<file path="src/rtl/loopback_fifo_device.sv">
// Byte loopback: RX handshake -> FIFO -> TX strobe, with pause and flush.
// Define LOOPBACK_LEVEL_EN to expose the fifo_level output port.
module loopback_fifo_device #(
  parameter int DATA_W     = 8,
  parameter int DEPTH_LOG2 = 4
) (
  input  logic              sys_clk,
  input  logic              reset,
  input  logic              pause_n,
  input  logic              flush,
  input  logic [DATA_W-1:0] rx_data,
  input  logic              rx_data_ready,
  output logic              rx_data_accept,
  input  logic              tx_busy,
  output logic              wren,
  output logic [DATA_W-1:0] tx_data
`ifdef LOOPBACK_LEVEL_EN
  ,
  output logic [DEPTH_LOG2:0] fifo_level
`endif
);

  localparam int DEPTH = 1 << DEPTH_LOG2;
  localparam logic [DEPTH_LOG2-1:0] PTR_ONE = 1;

  typedef enum logic {R_IDLE, R_ACK} rx_st_t;
  typedef enum logic {T_IDLE, T_STROBE} tx_st_t;

  rx_st_t rx_st;
  tx_st_t tx_st;

  logic [DATA_W-1:0]     mem [DEPTH];
  logic [DEPTH_LOG2-1:0] wr_ptr;
  logic [DEPTH_LOG2-1:0] rd_ptr;
  logic [DEPTH_LOG2:0]   count;

  logic full;
  logic empty;
  logic rx_go;
  logic tx_go;

  // count never exceeds DEPTH, so its MSB alone marks full
  assign full  = count[DEPTH_LOG2];
  assign empty = (count == '0);

  assign rx_go = (rx_st == R_IDLE) && rx_data_ready && !full
                 && pause_n && !flush;
  assign tx_go = (tx_st == T_IDLE) && !empty && !tx_busy
                 && pause_n && !flush;

  // Storage write; contents need no reset since count gates reads
  always_ff @(posedge sys_clk) begin
    if (rx_go) begin
      mem[wr_ptr] <= rx_data;
    end
  end

  // Pointers and occupancy; flush wins over any same-edge transfer
  always_ff @(posedge sys_clk or posedge reset) begin
    if (reset) begin
      wr_ptr <= '0;
      rd_ptr <= '0;
      count  <= '0;
    end else if (flush) begin
      wr_ptr <= '0;
      rd_ptr <= '0;
      count  <= '0;
    end else begin
      if (rx_go) wr_ptr <= wr_ptr + PTR_ONE;
      if (tx_go) rd_ptr <= rd_ptr + PTR_ONE;
      count <= count
               + {{DEPTH_LOG2{1'b0}}, rx_go}
               - {{DEPTH_LOG2{1'b0}}, tx_go};
    end
  end

  // RX FSM: accept one word, then one recovery cycle
  always_ff @(posedge sys_clk or posedge reset) begin
    if (reset) begin
      rx_st          <= R_IDLE;
      rx_data_accept <= 1'b0;
    end else begin
      unique case (rx_st)
        R_IDLE: begin
          if (rx_go) begin
            rx_st          <= R_ACK;
            rx_data_accept <= 1'b1;
          end
        end
        R_ACK: begin
          rx_st          <= R_IDLE;
          rx_data_accept <= 1'b0;
        end
        default: begin
          rx_st          <= R_IDLE;
          rx_data_accept <= 1'b0;
        end
      endcase
    end
  end

  // TX FSM: strobe one word out, then one recovery cycle
  always_ff @(posedge sys_clk or posedge reset) begin
    if (reset) begin
      tx_st   <= T_IDLE;
      wren    <= 1'b0;
      tx_data <= '0;
    end else begin
      unique case (tx_st)
        T_IDLE: begin
          if (tx_go) begin
            tx_st   <= T_STROBE;
            wren    <= 1'b1;
            tx_data <= mem[rd_ptr];
          end
        end
        T_STROBE: begin
          tx_st <= T_IDLE;
          wren  <= 1'b0;
        end
        default: begin
          tx_st <= T_IDLE;
          wren  <= 1'b0;
        end
      endcase
    end
  end

`ifdef LOOPBACK_LEVEL_EN
  assign fifo_level = count;
`endif

endmodule
</file>
<file path="config.mk">
export PLATFORM = sky130hd
export DESIGN_NAME = loopback_fifo_device
export DESIGN_NICKNAME = d
export VERILOG_FILES = /design/src/rtl/loopback_fifo_device.sv
export SDC_FILE = /design/constraint.sdc
export NUM_CORES = 1
export LEC_CHECK = 0
export ABC_AREA = 1
export BUFFER_PORTS_ARGS = -buffer_cell sky130_fd_sc_hd__buf_2
export CORE_AREA = 2 2 154 156
export DETAILED_ROUTE_END_ITERATION = 10
export DIE_AREA = 0 0 156 158
export PLACE_DENSITY_LB_ADDON = 0.2
export SLEW_MARGIN = 20
export SYNTH_ARGS = -nofsm -noshare
export SYNTH_HDL_FRONTEND = slang
export SYNTH_SLANG_ARGS = --single-unit
</file>
<file path="constraint.sdc">
create_clock -name sys_clk -period 2.4 [get_ports sys_clk]
set_clock_uncertainty 0.2 [all_clocks]
set_input_delay 0.36 -clock sys_clk [delete_from_list [all_inputs] [get_ports sys_clk]]
set_output_delay 0.36 -clock sys_clk [all_outputs]
set_load 0.02 [all_outputs]
</file>
==> Word level (Yosys, flattened, before mapping) <==
Memory sizes are Yosys's and may differ from the RTL's. A register that Yosys moved wholly into a read port is not among the register bits.
Cells that the tools add are included.
{ "word_totals": {"latch_bits": 0, "ff_bits": 17, "input_bits": 14, "memories": 1, "ramBits": 128, "out_inout_bits": 10, "romBits": 0} }
{ "memory_table": {"columns": ["name", "depth", "word_bits", "read_ports", "rd_clocked_by_memory_dff", "wr", "line_no", "text"], "rows": [
  ["mem", 16, 8, 1, 1, 1, "32", "logic [DATA_W-1:0] mem [DEPTH];"]
]} }
{ "op_classes": {"add_sub_neg": 4, "shifts": 0, "magnitude_cmp": 0, "n_mul": 0, "n_eq_ne": 2, "bitwise_logic": 2, "n_reduce_logical": 16, "div_mod_pow": 0, "mux": 14} }
{ "ops": {"columns": ["op", "count"], "rows": [
  ["4-bit two-way mux", 4],
  ["4-bit by 1-bit adder with 4-bit output, second input constant", 2],
  ["1-bit logical AND", 8],
  ["1-bit one-hot mux with 2 select lines", 4],
  ["5-bit by 1-bit adder with 5-bit output", 1],
  ["5-bit logical NOT", 1],
  ["1-bit two-way mux", 5],
  ["5-bit two-way mux", 1],
  ["5-bit by 1-bit subtractor with 5-bit output", 1],
  ["1-bit logical NOT", 4],
  ["2-bit inequality test, second input constant", 2],
  ["2-bit nonzero test", 2],
  ["1-bit inverter", 2],
  ["2-bit AND reduction", 1]
]} }

==> Depth between registers and ports, before layout <==
Gate-level depths: netlist of the first run.
{ "depth": {"ltp_word": 8, "ltp_mapped": 15} }

==> Least setup slack after synthesis of the first run <==
No wires, ideal clock.
{ "synth_path": {"kind": "flip-flop to flip-flop", "from": "register count[2]", "to": "register count[4]", "stages_incl_launch_ff": 16, "synth_period_minus_slack_ns": 2.341, "setup_slack_ns": 0.059, "arrival_ns": 2.063, "path_cell_list": "dfrtp_1 -> inv_1 -> ha_1 -> nand3_1 -> nand2_2 -> nor2_1 -> inv_2 -> nand2_1 -> ha_1 -> inv_1 -> fa_1 -> inv_1 -> a21oi_1 -> o21bai_1 -> o21ai_0 -> a21oi_1"} }
{ "synth_between": {"elab_chain_cells": 8, "word_cells_on_any_way": 9, "cone_classes": "add/sub (2); mux (1); reduce/logical (6)"} }
{ "synth_lines": {"columns": ["item", "line_no", "text"], "rows": [
  ["start, declared", "35", "logic [DEPTH_LOG2:0] count;"],
  ["start signal, assigned", "71", "count <= count"],
  ["parallel branches: the longest is 6 deep, another holds 5-bit by 1-bit adder with 5-bit output", null, null],
  ["5-bit by 1-bit subtractor with 5-bit output (*)", "73", "- {{DEPTH_LOG2{1'b0}}, tx_go};"],
  ["5-bit two-way mux (*)", "64", "end else if (flush) begin"]
]} }
Mark *: on every way between the ends.
A chain may end at the register's enable or synchronous reset.

==> Final worst setup path of the first run <==
{ "layout_path": {"from": "register count[3]", "to": "register count[4]"} }
Same word-level chain as after synthesis.

==> impl_metrics.json, run 1 <==
{
  "status": "completed",
  "core_region_area_mm2": 0.0231,
  "wl_per_cell_um": 15.8,
  "final_cell_mix": "nand2_1, edfxtp_1, inv_1",
  "ctsHtreeMaxLevel": 4,
  "internal_power_mw": 4.83,
  "mostFrequentLayoutCell": "nand2_1",
  "final_nets": 752,
  "first_global_vias": 4581,
  "drc": 0,
  "cp-startpoint": "count[3]$_DFF_PP0_",
  "synth_compound_area_frac": 0.0168,
  "area_growth_syn_to_layout_pct": 18.0,
  "critPathKind": "reg2reg",
  "async_reset_ff_frac": 0.163,
  "min_period_ns": 2.32,
  "path_cells": "inv_1 -> ha_2 -> nand3_2 -> nand2_2 -> nand2_1 -> nand2_2 -> ha_4 -> inv_1 -> fa_2 -> inv_2 -> a21oi_1 -> o21bai_1 -> o21ai_1 -> a21oi_1",
  "core.rowCount": 56,
  "clk_pin_slew_ns": 0.06,
  "vias": 4549,
  "hold_violations": 0,
  "p_leak_nw": 3.46,
  "dp_slack_ns": -0.0488,
  "synth_adder_area_share": 0.0214,
  "fin_util": 0.348,
  "rrSetupSlack_ns": 0.08,
  "grt_pass1_wl_um": 25500,
  "cp-endpoint": "count[4]$_DFF_PP0_",
  "maxCapViolations": 0,
  "die_area_mm2": 0.0246,
  "grtUsageTotal": 0.139,
  "crit_family": "adder cells",
  "p_sw_mw": 1.89,
  "drt_iter0_drc": 292,
  "r2r_end": "count[4]$_DFF_PP0_",
  "cp_slowest_cell": "dfrtp_1",
  "tightest_slew_ns": 0.702,
  "syn-num-nets": 697,
  "drtPass1Iterations": 8,
  "dp_hpwl_um": 10600,
  "numCtsBuffers": 17,
  "yosysSeqAreaShare": 0.658,
  "ioPinCount": 24,
  "synth_edf_count": 128,
  "drtAntennaViolNets": 0,
  "die_h_um": 158,
  "max_slew_margin": 0.532,
  "port-buffer-count": 23,
  "synthSimpleGateAreaFrac": 0.213,
  "start_util": 0.295,
  "met1Wirelength_um": 7170,
  "die_x_um": 156,
  "drt_wl_total_um": 16200,
  "worst-path-buf-inv": 3,
  "worst-path-max-fanout": 3,
  "ys_ff_latch": 153,
  "cp.depth": 14,
  "fin_crit_sh": 0.965,
  "cts.sinks": 153,
  "synth_mux_area_frac": 0,
  "worstRegToRegCells": 14,
  "syn_avg_cell_area_um2": 10.1,
  "antenna_found_initial": 0,
  "max_freq_mhz": 432,
  "seq_power_share": 0.459,
  "cts-root-buf": "clkbuf_16",
  "synth_xor_area_frac": 0.00129,
  "yosysWarningCount": 0,
  "clock_path_buffers": 2,
  "grt_max_degree": 67,
  "r2r_start": "count[3]$_DFF_PP0_",
  "swShare": 0.281,
  "max_stage_delay_ns": 0.38,
  "antenna_cells_inserted": 0,
  "clkPwrFrac": 0.365,
  "grt-ovfl-total": 0,
  "power_density_mw_per_mm2": 838,
  "required_ns": 2.54,
  "routed.top_layer": "met4",
  "total_power_mw": 6.72,
  "ys_types": 26,
  "syn-instance-count": 672,
  "fin_ws_ns": 0.0834,
  "dr_wl_met3_um": 459,
  "setup-tns-final_ns": 0,
  "worstSkewPairLatency_ns": 0.42,
  "dr_wl_met2_um": 8310,
  "gp_congestion": 0.819,
  "min_path_type": "in2reg",
  "vdd_drop_max_uv": 508,
  "drive_gt1_frac": 0.154,
  "syn-cell-area_mm2": 0.00679,
  "final_max_slew_viol_count": 0,
  "cp-start-kind": "flop",
  "cp-end-kind": "flop",
  "final-setup-viol-count": 0,
  "synth_ff_type": "edfxtp_1",
  "synth_top_family_by_area": "simple AND/OR/NAND/NOR gates",
  "combPwrFrac": 0.176,
  "vias_per_cell": 4.42,
  "cp_data_arrival_time_ns": 2.46,
  "tritoncts": "done"
}
-- worst min-delay path, stage by stage --
cell	delay [ns]
buf_2	0.10
inv_2	0.04
nand2_2	0.09
o21ai_0	0.08
-- power by group through the flow --
| stage | Clock, mW | Sequential (mW) | Combinational [mW] |
|---|---|---|---|
| after global placement | 0 | 3.13 | 1.12 |
| after CTS | 2.50 | 3.08 | 1.18 |
| after floorplan | 0 | 3.22 | 0.649 |
| after global routing | 2.63 | 3.10 | 1.33 |
| after detailed placement | 0 | 3.13 | 1.14 |
| final | 2.45 | 3.08 | 1.18 |
-- how the worst min path moves through the flow --
stage | depth (start not counted) | startpoint | slack (ns) | end
finish | 4 | flush | 0.10 | wr_ptr[0]$_DFFE_PP0P_
detailed placement | 1 | rx_st$_DFF_PP0_ | 0.22 | rx_data_accept$_DFFE_PP0P_
global route | 4 | flush | 0.11 | wr_ptr[1]$_DFFE_PP0P_
global placement | 1 | rx_st$_DFF_PP0_ | 0.21 | rx_data_accept$_DFFE_PP0P_
CTS | 4 | flush | 0.1 | wr_ptr[0]$_DFFE_PP0P_
floorplan | 1 | reset | 0.19 | count[0]$_DFF_PP0_
-- repair_timing --
item / CTS / global route
gates resized for setup: 4 / 9
pin swaps: 2 / 3
endpoints found under the setup margin: 1 / 3
hold buffers: 1 / 0
hold endpoints to repair: 17 / 0
setup buffers: 4 / 1
-- sequential cells by signal, indices dropped and copies added (netlist names) --
signal          flops
rx_st               1
wr_ptr              4
tx_st               1
count               5
tx_data             8
rx_data_accept      1
mem               128
wren                1
rd_ptr              4
-- routing by layer --
| metal | up-vias | track usage |
|---|---|---|
| met5 | - | 0 |
| met4 | 0 | 0.0520 |
| met3 | 20 | 0.0255 |
| met2 | 54 | 0.239 |
| met1 | 2198 | 0.175 |
| li1 | 2277 | - |
-- synthesized netlist by cell type, drive strengths merged (2+ instances only) --
library cell	number	area (um2)
ha	10	125
o21ai	11	55.1
a21oi	9	45.0
nand3	102	515
nor3	13	65.1
inv	120	450
clkbuf	2	7.51
nand2	208	783
nor2	13	63.8
dfrtp	25	626
buf	25	148
edfxtp	128	3840
-- final cells by class --
type | count | area [um2]
multi-input combinational | 372 | 1750
inverter | 120 | 450
tap | 290 | 363
sequential | 153 | 4470
clock buffer | 18 | 429
timing repair buffer | 63 | 443
fill | 2277 | 15000
clock inverter | 14 | 106
-- per-stage QoR --
| stage | std cells | instance area, um2 | hold WS [ns] |
|---|---|---|---|
| final | 1030 | 8010 | 0.105 |
| after global placement | 992 | 7390 | 0.208 |
| after floorplan | 672 | 6790 | 0.187 |
| after detailed placement | 992 | 7390 | 0.219 |
| after CTS | 1029 | 7980 | 0.0976 |
| after global routing | 1030 | 8010 | 0.109 |
-- logic make-up (layout without fill, tap and decap cells) --
family / Yosys count / count (layout)
XOR/XNOR: 1 / 1
AO/OA/AOI/OAI: 22 / 22
adder cells (fa/ha/maj): 11 / 11
flip-flops: 153 / 153
buffers and inverters: 147 / 215
AND/OR/NAND/NOR: 338 / 338
No activity file was read; power rests on OpenSTA's default activity.
==> run 2, diff against run 1 <==
--- a/config.mk
+++ b/config.mk
@@ -10,7 +10,7 @@
 export CORE_AREA = 2 2 154 156
 export DETAILED_ROUTE_END_ITERATION = 10
 export DIE_AREA = 0 0 156 158
-export PLACE_DENSITY_LB_ADDON = 0.2
+export PLACE_DENSITY = 0.52
 export SLEW_MARGIN = 20
 export SYNTH_ARGS = -nofsm -noshare
 export SYNTH_HDL_FRONTEND = slang
==> run 2 against run 1 <==
Hold slack got worse by 0.013 ns; sequential power barely moved; combinational power rose by 3%; core utilization rose by 0.28 points; cell area rose by 0.80%; critical endpoint unchanged; maximum frequency rose by 2.2%; critical path depth rose by 1; sequential share of layout area fell by 0.44 points; count of clock-buffer cells in the layout rose by 1.
==> impl_metrics.json, run 2 (same netlist as run 1, synthesis figures left out) <==
{
  "cp-start-kind": "flop",
  "cp.depth": 15,
  "cts-root-buf": "clkbuf_16",
  "critPathKind": "reg2reg",
  "p_leak_nw": 3.49,
  "cp_slowest_cell": "dfrtp_1",
  "setup-tns-final_ns": 0,
  "rrSetupSlack_ns": 0.13,
  "holdPathStages": 4,
  "port-buffer-count": 23,
  "cp_data_arrival_time_ns": 2.42,
  "whs_ns": 0.0916,
  "power_density_mw_per_mm2": 845,
  "rsz0062_at_grt": "yes",
  "start_util": 0.295,
  "final_max_slew_viol_count": 0,
  "vias_per_cell": 4.40,
  "die_h_um": 158,
  "hold_path_end": "wr_ptr[0]$_DFFE_PP0P_",
  "clock_path_buffers": 2,
  "r2r_end": "count[4]$_DFF_PP0_",
  "min_path_type": "in2reg",
  "r2r_start": "count[2]$_DFF_PP0_",
  "vdd_drop_max_uv": 508,
  "critPathMostFrequentCell": "inv_2",
  "drtPass1Iterations": 5,
  "maxCapViolations": 0,
  "core_region_area_mm2": 0.0231,
  "mostFrequentLayoutCell": "nand2_1",
  "drt_iter0_drc": 290,
  "ioPinCount": 24,
  "clk_pin_slew_ns": 0.06,
  "fin_crit_sh": 0.945,
  "required_ns": 2.55,
  "grt_use_met2": 0.225,
  "tightest_slew_ns": 0.582,
  "worst-path-max-fanout": 3,
  "register_area_mm2": 0.00447,
  "grt_max_degree": 47,
  "top_regs": "mem x128, tx_data x8, count x5",
  "worstSkewPairLatency_ns": 0.42,
  "fin_util": 0.350,
  "final-setup-viol-count": 0,
  "drive_gt1_frac": 0.159,
  "min_period_ns": 2.27,
  "max_stage_delay_ns": 0.39,
  "max_freq_mhz": 441,
  "die_area_mm2": 0.0246,
  "first_global_vias": 4425,
  "hold_violations": 0,
  "max_flop_register": "mem",
  "wl_per_cell_um": 15.3,
  "drtAntennaViolNets": 0,
  "area_growth_syn_to_layout_pct": 19.0,
  "drc": 0,
  "grtUsageTotal": 0.136,
  "n_fill_cell": 2296,
  "cp-end-kind": "flop",
  "tritoncts": "done",
  "worst-path-buf-inv": 4,
  "grt.met1_usage": 0.182,
  "multi_input_area_mm2": 0.00179,
  "grt-ovfl-total": 0,
  "min_from": "flush",
  "grt_pass1_wl_um": 24900,
  "drt_wl_total_um": 15800,
  "gp_congestion": 0.788,
  "path_cells": "inv_2 -> ha_4 -> nand3_4 -> nand2_4 -> buf_6 -> nand2_2 -> nand2_2 -> ha_4 -> inv_2 -> fa_2 -> inv_2 -> a21oi_2 -> o21bai_1 -> o21ai_1 -> a21oi_1",
  "max_slew_margin": 0.611,
  "cts.sinks": 153,
  "final_nets": 756,
  "vias": 4546,
  "largest_register_ffs": 128,
  "status": "completed",
  "ctsHtreeMaxLevel": 4,
  "busiest_layer": "met2",
  "numCtsBuffers": 17,
  "final_cell_mix": "nand2_1, edfxtp_1, inv_1",
  "die_x_um": 156,
  "antenna_found_initial": 0,
  "crit_family": "adder cells",
  "worstRegToRegCells": 15,
  "antenna_cells_inserted": 0,
  "dp_hpwl_um": 9820,
  "core.rowCount": 56,
  "grt_use_met3": 0.0315
}
-- run 2: changes by cell type in the layout (fill, tap and decap cells not counted), sizes merged --
cell	before	now
clkinvlp	3	1
bufinv	1	2
clkinv	8	10
inv	122	120
clkbuf	18	19
buf	62	66
-- run 2: routing by layer --
metal / wire length [um] / vias up
li1: - / 2293
met1: 7510 / 2173
met2: 7610 / 76
met3: 595 / 4
met4: 93 / 0
met5: 0 / -
-- run 2: worst max path at each step --
stage	from	endpoint
2_1_floorplan	count[2]$_DFF_PP0_	count[4]$_DFF_PP0_
3_3_place_gp	count[2]$_DFF_PP0_	count[4]$_DFF_PP0_
3_5_place_dp	count[2]$_DFF_PP0_	count[4]$_DFF_PP0_
4_1_cts	count[3]$_DFF_PP0_	count[4]$_DFF_PP0_
5_1_grt	count[2]$_DFF_PP0_	count[4]$_DFF_PP0_
6_report	count[2]$_DFF_PP0_	count[4]$_DFF_PP0_
-- run 2: tightest hold or removal path, cell delays in order --
cell and delay [ns]:
buf_2 0.10, inv_2 0.04, nand2_2 0.09, o21ai_0 0.08
-- run 2: stage by stage --
stage               std cells  power, mW  setup slack (ns)  area, um2
floorplan                 672       3.87            0.0591       6790
global placement          993       4.25          -0.00765       7390
detailed placement        993       4.25           -0.0599       7390
CTS                      1028       6.79          0.000352       7970
global route             1034       7.17           -0.0198       8080
finish                   1034       6.83             0.133       8080
-- run 2: cell type report --
class	count	share of cell area
clock inverters	13	0.0136
inverters	120	0.0558
flip-flops and latches	153	0.553
well taps	290	0.0449
multi-input cells	372	0.221
clock buffers	19	0.0536
repair buffers	67	0.0575
-- run 2: what timing repair did --
item                                    in CTS  in global routing
pin swaps                                    3                  7
buffers inserted                             2                  6
endpoints found under the hold margin       25                  0
resized for setup                            7                 15
hold buffers                                 1                  0
endpoints found under the setup margin       1                  2
-- run 2: power by group --
| part | switching (mW) | total (mW) | internal [mW] |
|---|---|---|---|
| Sequential | 0.0950 | 3.10 | 3.01 |
| Clock | 1.01 | 2.51 | 1.50 |
| Combinational | 0.770 | 1.22 | 0.450 |
| Total | 1.87 | 6.83 | 4.96 |
